**config.mk**
```make
export PLATFORM = sky130hd
export DESIGN_NAME = uart_host_controller
export DESIGN_NICKNAME = d
export VERILOG_FILES = /design/src/rtl/uart_host_controller.sv
export SDC_FILE = /design/constraint.sdc
export NUM_CORES = 1
export LEC_CHECK = 0
export BUFFER_PORTS_ARGS = -buffer_cell sky130_fd_sc_hd__buf_2
export CELL_PAD_IN_SITES_DETAIL_PLACEMENT = 0
export CELL_PAD_IN_SITES_GLOBAL_PLACEMENT = 1
export CORE_UTILIZATION = 39
export CTS_CLUSTER_SIZE = 20
export DETAILED_ROUTE_END_ITERATION = 10
export PLACE_DENSITY = 0.81
export SETUP_SLACK_MARGIN = 0.4
export SKIP_LAST_GASP = 1
export SLEW_MARGIN = 25
export SYNTH_ARGS = -nofsm -noshare
export SYNTH_HDL_FRONTEND = slang
export SYNTH_SLANG_ARGS = --single-unit
```
**constraint.sdc**
```tcl
create_clock -name i_CLK -period 2.5 [get_ports i_CLK]
set_input_delay 0.625 -clock i_CLK [delete_from_list [all_inputs] [get_ports i_CLK]]
set_output_delay 0.625 -clock i_CLK [all_outputs]
set_load 0.01 [all_outputs]
```
**src/rtl/uart_host_controller.sv**
```systemverilog
// Sensor-side UART frame reassembler and host-side command serialiser.
// The RX and TX paths share only the clock and reset.
module uart_host_controller #(
  parameter logic [15:0] TIMEOUT_CLKS = 16'd50000
) (
  input  logic        i_CLK,
  input  logic        i_RST,
  input  logic [7:0]  i_RX_BYTE,
  input  logic        i_RX_BYTE_VALID,
  output logic [39:0] o_FRAME_DATA,
  output logic        o_FRAME_VALID,
  input  logic        i_FRAME_READY,
  output logic        o_FRAME_ERR,
  output logic        o_OVERFLOW,
  input  logic [15:0] i_CMD,
  input  logic        i_CMD_VALID,
  output logic        o_CMD_READY,
  output logic        o_CMD_ERR,
  output logic [7:0]  o_TX_BYTE,
  output logic        o_TX_BYTE_VALID,
  input  logic        i_TX_BYTE_DONE
);

  typedef enum logic {RIdle, RPayload} rx_state_e;
  typedef enum logic [1:0] {TIdle, TSend, TWait} tx_state_e;

  rx_state_e   rx_state_q;
  logic [39:0] shift_q;
  logic [1:0]  byte_cnt_q;
  logic [1:0]  last_idx_q;
  logic [15:0] timer_q;

  tx_state_e   tx_state_q;
  logic [15:0] cmd_q;
  logic        two_byte_q;

  logic        hdr_known;
  logic [1:0]  hdr_last;
  logic [39:0] frame_next;
  logic [15:0] timer_inc;
  logic        cmd_ok;
  logic        cmd_two;

  // Header decode: hdr_last is the index of the final payload byte.
  always_comb begin
    hdr_known = 1'b1;
    hdr_last  = 2'd0;
    case (i_RX_BYTE)
      8'hAA:                hdr_last = 2'd3;
      8'hBB, 8'h61, 8'h6D:  hdr_last = 2'd1;
      default:              hdr_known = 1'b0;
    endcase
  end

  always_comb begin
    frame_next = shift_q;
    unique case (byte_cnt_q)
      2'd0: frame_next[31:24] = i_RX_BYTE;
      2'd1: frame_next[23:16] = i_RX_BYTE;
      2'd2: frame_next[15:8]  = i_RX_BYTE;
      2'd3: frame_next[7:0]   = i_RX_BYTE;
    endcase
  end

  assign timer_inc = timer_q + 16'd1;

  always_ff @(posedge i_CLK) begin
    if (i_RST) begin
      rx_state_q    <= RIdle;
      shift_q       <= '0;
      byte_cnt_q    <= '0;
      last_idx_q    <= '0;
      timer_q       <= '0;
      o_FRAME_DATA  <= '0;
      o_FRAME_VALID <= 1'b0;
      o_FRAME_ERR   <= 1'b0;
      o_OVERFLOW    <= 1'b0;
    end else begin
      o_FRAME_ERR <= 1'b0;
      o_OVERFLOW  <= 1'b0;
      if (o_FRAME_VALID && i_FRAME_READY) o_FRAME_VALID <= 1'b0;
      case (rx_state_q)
        RIdle: begin
          if (i_RX_BYTE_VALID) begin
            if (hdr_known) begin
              // Clearing the low lanes here gives the zero fill of short frames.
              shift_q    <= {i_RX_BYTE, 32'h0};
              byte_cnt_q <= '0;
              timer_q    <= '0;
              last_idx_q <= hdr_last;
              rx_state_q <= RPayload;
            end else begin
              o_FRAME_ERR <= 1'b1;
            end
          end
        end
        RPayload: begin
          if (i_RX_BYTE_VALID) begin
            shift_q    <= frame_next;
            byte_cnt_q <= byte_cnt_q + 2'd1;
            timer_q    <= '0;
            if (byte_cnt_q == last_idx_q) begin
              rx_state_q <= RIdle;
              // A consumer accepting this cycle frees the slot for the new frame.
              if (!o_FRAME_VALID || i_FRAME_READY) begin
                o_FRAME_DATA  <= frame_next;
                o_FRAME_VALID <= 1'b1;
              end else begin
                o_OVERFLOW <= 1'b1;
              end
            end
          end else if (timer_inc == TIMEOUT_CLKS) begin
            o_FRAME_ERR <= 1'b1;
            timer_q     <= '0;
            rx_state_q  <= RIdle;
          end else begin
            timer_q <= timer_inc;
          end
        end
      endcase
    end
  end

  always_comb begin
    cmd_ok  = 1'b1;
    cmd_two = 1'b0;
    case (i_CMD[15:8])
      8'h52, 8'h53, 8'h46, 8'h66: cmd_two = 1'b0;
      8'h61, 8'h6D:               cmd_two = 1'b1;
      default:                    cmd_ok  = 1'b0;
    endcase
  end

  always_ff @(posedge i_CLK) begin
    if (i_RST) begin
      tx_state_q      <= TIdle;
      cmd_q           <= '0;
      two_byte_q      <= 1'b0;
      o_CMD_READY     <= 1'b0;
      o_CMD_ERR       <= 1'b0;
      o_TX_BYTE       <= '0;
      o_TX_BYTE_VALID <= 1'b0;
    end else begin
      o_CMD_ERR <= 1'b0;
      case (tx_state_q)
        TIdle: begin
          o_CMD_READY <= 1'b1;
          if (i_CMD_VALID && o_CMD_READY) begin
            cmd_q <= i_CMD;
            if (cmd_ok) begin
              // First byte is launched on entry so the strobe coincides with TSend.
              two_byte_q      <= cmd_two;
              o_TX_BYTE       <= i_CMD[15:8];
              o_TX_BYTE_VALID <= 1'b1;
              o_CMD_READY     <= 1'b0;
              tx_state_q      <= TSend;
            end else begin
              o_CMD_ERR <= 1'b1;
            end
          end
        end
        TSend: begin
          o_TX_BYTE_VALID <= 1'b0;
          tx_state_q      <= TWait;
        end
        TWait: begin
          if (i_TX_BYTE_DONE) begin
            if (two_byte_q) begin
              two_byte_q      <= 1'b0;
              o_TX_BYTE       <= cmd_q[7:0];
              o_TX_BYTE_VALID <= 1'b1;
              tx_state_q      <= TSend;
            end else begin
              o_CMD_READY <= 1'b1;
              tx_state_q  <= TIdle;
            end
          end
        end
        default: tx_state_q <= TIdle;
      endcase
    end
  end

endmodule
```
---- After elaboration in Yosys (flattened, before gate mapping) ----
Index checks and enable logic that the tools add are counted.
word-level totals
  word-level logic and storage cells ...... 136
  register bits ........................... 126
  input port bits ......................... 30
cells by class
  bitwise operators ....................... 5
  mux-type cells .......................... 62
  $add $sub $neg .......................... 2
  equal/unequal tests ..................... 25
  reductions and logical operators ........ 25
operators by type and width
  operator                 count
  $mux W40                 2
  $pmux W40 S2             1
  $eq A8 B7 Y1 const B     8
  $mux W16                 4
  $mux W8                  8
  $mux W32                 1
  $pmux W16 S2             1
  $mux W1                  30
  $add A16 B1 Y16 const B  1
  $eq A16 B16 Y1 const B   1
  $eq A8 B8 Y1 const B     2
  $ne A2 B2 Y1 const B     8
  $pmux W8 S2              1
  $reduce_and A3 Y1        5
  $mux W2                  6
  $reduce_and A5 Y1        2
  $pmux W1 S2              4
  $pmux W2 S2              2
  $reduce_and A4 Y1        2
  $reduce_or A4 Y1         2
  $eq A2 B2 Y1 const B     3
  $pmux W2 S3              1
  $reduce_or A3 Y1         2
  $reduce_or A6 Y1         1
  13 further kinds         21

---- Depth between registers and ports, before layout ----
  word-level depth ........................ 6
  mapped depth ............................ 10

---- Worst setup path after synthesis ----
Ideal clock, no wire load.
  path kind ............................... input -> register
  start point ............................. input port i_RX_BYTE[5]
  end point ............................... register timer_q[7]
  data required time ...................... 2.376 ns
  stages on the path ...................... 9
  setup slack ............................. 0.099 ns
  arrival ................................. 2.276 ns
  cell sequence ........................... clkbuf_1 > nand4b_1 > or4_1 > o21ai_1 > a21oi_1 > nor2b_1 > clkbuf_1 > o21ai_0 > o21ai_0
between the ends
  longest elaborated chain between the ends .. 5
ends and longest elaborated chain
  item                                                 line  RTL
  start, declared                                      8     input logic [7:0] i_RX_BYTE,
  $eq A8 B8 Y1 / $eq A8 B7 Y1 (equally long branches)  48    case (i_RX_BYTE)
  $reduce_or A4 Y1 (no line) (*)                       n/a
  $mux W1 (*)                                          48
  $ne A2 B2 Y1 (no line) (*)                           n/a
  $reduce_and A2 Y1 (no line) (*)                      n/a
  end signal, assigned                                 117   timer_q <= timer_inc;
  end, declared                                        31    logic [15:0] timer_q;
Every way passes the cells marked *; elsewhere a longest branch is shown, timed or not.
A chain may end at the register's enable or synchronous reset.

---- Worst setup path after layout ----
  start point ............................. register timer_q[4]
  end point ............................... register timer_q[6]
between the ends
  longest elaborated chain between the ends .. 5
ends and longest elaborated chain
  item                 line  RTL
  $add A16 B1 Y16 (*)  65    assign timer_inc = timer_q + 16'd1;
  $eq A16 B16 Y1       112   end else if (timer_inc == TIMEOUT_CLKS) begin
  $mux W16 (*)         112
  $mux W16 (*)         98    if (i_RX_BYTE_VALID) begin
  $pmux W16 S2 (*)     82    case (rx_state_q)
Marks and branches as above.

==> run_results.csv <==
group,metric,value,unit
status,status,"complete, no violations",
die,ios,84,
power_and_ir_drop,irDropWorstVdd,0.5043,mV
layout,syn_to_final_growth,26.52,%
clock_network,cts_tree,"done",
setup_path,r2r_cells,8,
global_routing,grt_overflow,0,
setup_path,worst-path-buf-inv,1,
synthesis,synthDistinctLibCells,51,
global_routing,first_global_vias,4384,
clock_network,clk_pin_slew_worst_paths,50,ps
synthesis,netlist_area,5488,um^2
synthesis,synth_top_area_cell,"dfxtp_1",
die,start_util,0.4063,
sta,layout_setup_ws,401.8,ps
sta,setup_viol,0,
setup_path,crit_path_max_incr_delay,390,ps
place,place.gp.congestion,0.8412,
sta,final_max_slew_viol_count,0,
setup_path,slowest_stage,"dfxtp_4",
setup_path,cp_cell_sequence,"and4_4 -> and4_2 -> a31oi_2 -> nor4b_2 -> buf_4 -> a31o_4 -> nor2_2 -> a211o_1",
power_and_ir_drop,switching_share,0.2036,
synthesis,ys_seq_elements,126,
power_and_ir_drop,power.density,669.5,nW/um^2
sta,period_needed,2098,ps
layout,nets,730,
power_and_ir_drop,pwr-share-clk,0.525,
hold_path,min_path_cells,2,
hold_path,min_to,"cmd_q[4]",
sta,worst_hold_slack,456.0,ps
global_routing,grt_max_degree,115,
layout,n_antenna_cell,0,
layout,drive_gt1_frac,0.2766,
sta,finClkSkew,11.04,ps
flow_run,cap_violations,0,
setup_path,r2r-end,"timer_q[6]",
power_and_ir_drop,p_sw,946.5,uW
setup_path,startpoint,"timer_q[4]",
synthesis,seq_area_frac_synth,0.4596,
synthesis,ys.flop_type,"dfxtp_1",
clock_network,cts_max_level,4,
synthesis,syn_nets,645,
power_and_ir_drop,power_frac_comb,0.040,
clock_network,numCtsBuffers,17,
power_and_ir_drop,leakagePower,0.002766,uW
setup_path,critical_path_arrival,2390,ps
clock_network,clk_latency,420,ps
sta,rsz0062_at_grt,"true",
sta,max_freq,0.4766,GHz
synthesis,ys_warn_count,0,
detailed_routing,wl_per_cell,15.02,um
detailed_routing,antenna_left,0,
power_and_ir_drop,seq_power_share,0.436,
detailed_routing,drc,0,
die,rows,42,
synthesis,yosysTopAreaCellShare,0.4596,
place,dp_slack,142.5,ps
global_routing,grtUsageTotal,0.1872,
synthesis,netlist_top_cells_area,"dfxtp_1, mux2i_1, nor2_1",
die,core_region_area,13510,um^2
clock_network,clk_path_buf_depth,2,
setup_path,timing.rr.start,"timer_q[4]",
sta,period_share,0.8393,
hold_path,min-delay-start,"cmd_q[4]",
setup_path,startpoint_type,"flip-flop",
sta,worst_slew_pin_slew,576.1,ps
detailed_routing,wl,13230,um
global_routing,grt_pass1_wl,21570,um
detailed_routing,firstDrtPassIters,5,
setup_path,critPathCaptureType,"flip-flop",
synthesis,syn_area_per_cell,8.996,um^2
synthesis,syn_inst,610,
detailed_routing,viasPerCell,5.303,
synthesis,synthTopCellsByCount,"dfxtp_1, nor2_1, mux2i_1, nand2_1, a211oi_1",
detailed_routing,drt_iter0_markers,277,
die,dieArea,14550,um^2
sta,finalHoldViolCount,0,
setup_path,worstPathMaxFanout,8,
place,hpwlAfterDp,9005,um
setup_path,crit_required,2800,ps
die,die_h,120.6,um
synthesis,post-synth-top-count-cell,"dfxtp_1",
sta,setup_tns,0,ps
synthesis,ys_async_sr_fraction,0,
setup_path,crit_family,"simple AND/OR/NAND/NOR gates",
clock_network,cts_hold_buf,0,
clock_network,clock_sinks,126,
power_and_ir_drop,p_int,3701,uW
detailed_routing,vias,4672,
setup_path,critPathKind,"flip-flop to flip-flop",
setup_path,rrSetupSlack,400,ps
synthesis,synth_edf_count,0,
sta,max-slew-margin-rel,0.6159,
hold_path,hold_path.class,"flip-flop to flip-flop",
place,port_buffers,83,
clock_network,clockRootBuffer,"clkbuf_16",
global_routing,antenna_found_initial,0,
layout,final_util,0.5141,
die,fp.dieW,120.6,um
-- what timing repair did --
item	4_1_cts	5_1_grt
pin swaps	4	12
setup endpoints to repair	10	16
buffers inserted	6	7
gates resized for setup	18	20
-- worst max-delay path by stage --
stage | to | slack [ps] | cells after the start
6_report | timer_q[6] | 400 | 8
5_1_grt | timer_q[6] | 320 | 8
4_1_cts | timer_q[6] | 410 | 7
3_5_place_dp | shift_q[19] | 140 | 9
3_3_place_gp | shift_q[36] | 180 | 9
2_1_floorplan | shift_q[16] | 280 | 9
-- layout by cell type, fill, tap and decap left out, drive strengths merged, types with 6 or more instances in the layout --
cell / Yosys / final
nand2: 44 / 44
a211oi: 43 / 43
nand4: 6 / 6
xor2: 7 / 7
clkinv: 1 / 6
buf: 19 / 120
nand3: 9 / 9
nor3: 9 / 9
clkbuf: 35 / 21
mux2i: 53 / 53
o21ai: 21 / 21
a31oi: 6 / 6
a22oi: 32 / 32
inv: 6 / 6
nor2: 108 / 108
a21oi: 19 / 19
dfxtp: 126 / 126
-- per-layer routing --
metal	track usage	up-vias	share of wire
li1	-	2334	-
met1	0.2390	2205	0.46
met2	0.3053	113	0.47
met3	0.04057	20	0.045
met4	0.07639	0	0.018
met5	0	-	0
-- sequential cells by signal, summed over array words and instances (netlist names) --
name             count
o_FRAME_VALID        1
tx_state_q           2
o_CMD_READY          1
o_TX_BYTE_VALID      1
cmd_q                8
byte_cnt_q           2
o_CMD_ERR            1
rx_state_q           1
last_idx_q           2
o_TX_BYTE            8
o_FRAME_ERR          1
two_byte_q           1
shift_q             40
o_FRAME_DATA        40
timer_q             16
o_OVERFLOW           1
-- cells by family (layout without fill, tap and decap cells) --
family | after synthesis | in the layout | share of synthesized area
AO/OA/AOI/OAI | 134 | 134 | 0.1658
XOR/XNOR | 12 | 12 | 0.01915
adder cells (fa/ha/maj) | 5 | 5 | 0.01140
buffers and inverters | 61 | 156 | 0.05290
flip-flops | 126 | 126 | 0.4596
multiplexers | 53 | 53 | 0.09667
AND/OR/NAND/NOR | 219 | 219 | 0.1945
-- per-stage QoR --
step                std cells  total power, uW  area (um^2)
floorplan                 610             2182         5575
global placement          839             2254         6142
detailed placement        839             2258         6142
CTS                       874             4709         6829
global route              881             4802         6943
finish                    881             4648         6943
-- power groups by stage --
stage | sequential [uW] | clock, uW | combinational [uW]
after detailed placement | 2070 | 0 | 184
final | 2030 | 2440 | 184
after CTS | 2030 | 2490 | 185
after floorplan | 2080 | 0 | 105
after global placement | 2070 | 0 | 180
after global routing | 2020 | 2580 | 201
-- worst reg2reg max path, stage by stage, from the launching register on --
cell and delay, ps:
dfxtp_4 390, and4_4 280, and4_2 230, a31oi_2 100, nor4b_2 300, buf_4 170
a31o_4 220, nor2_2 40, a211o_1 250
-- final cells by class --
type,count,area (um^2)
clock buffers,21,470.5
clock inverters,8,115.1
fillers,1290,6563
inverters,7,26.28
multi-input cells,423,2809
flip-flops and latches,126,2556
well taps,176,220.2
repair buffers,120,745.7
No activity file was read; power rests on OpenSTA's default activity.
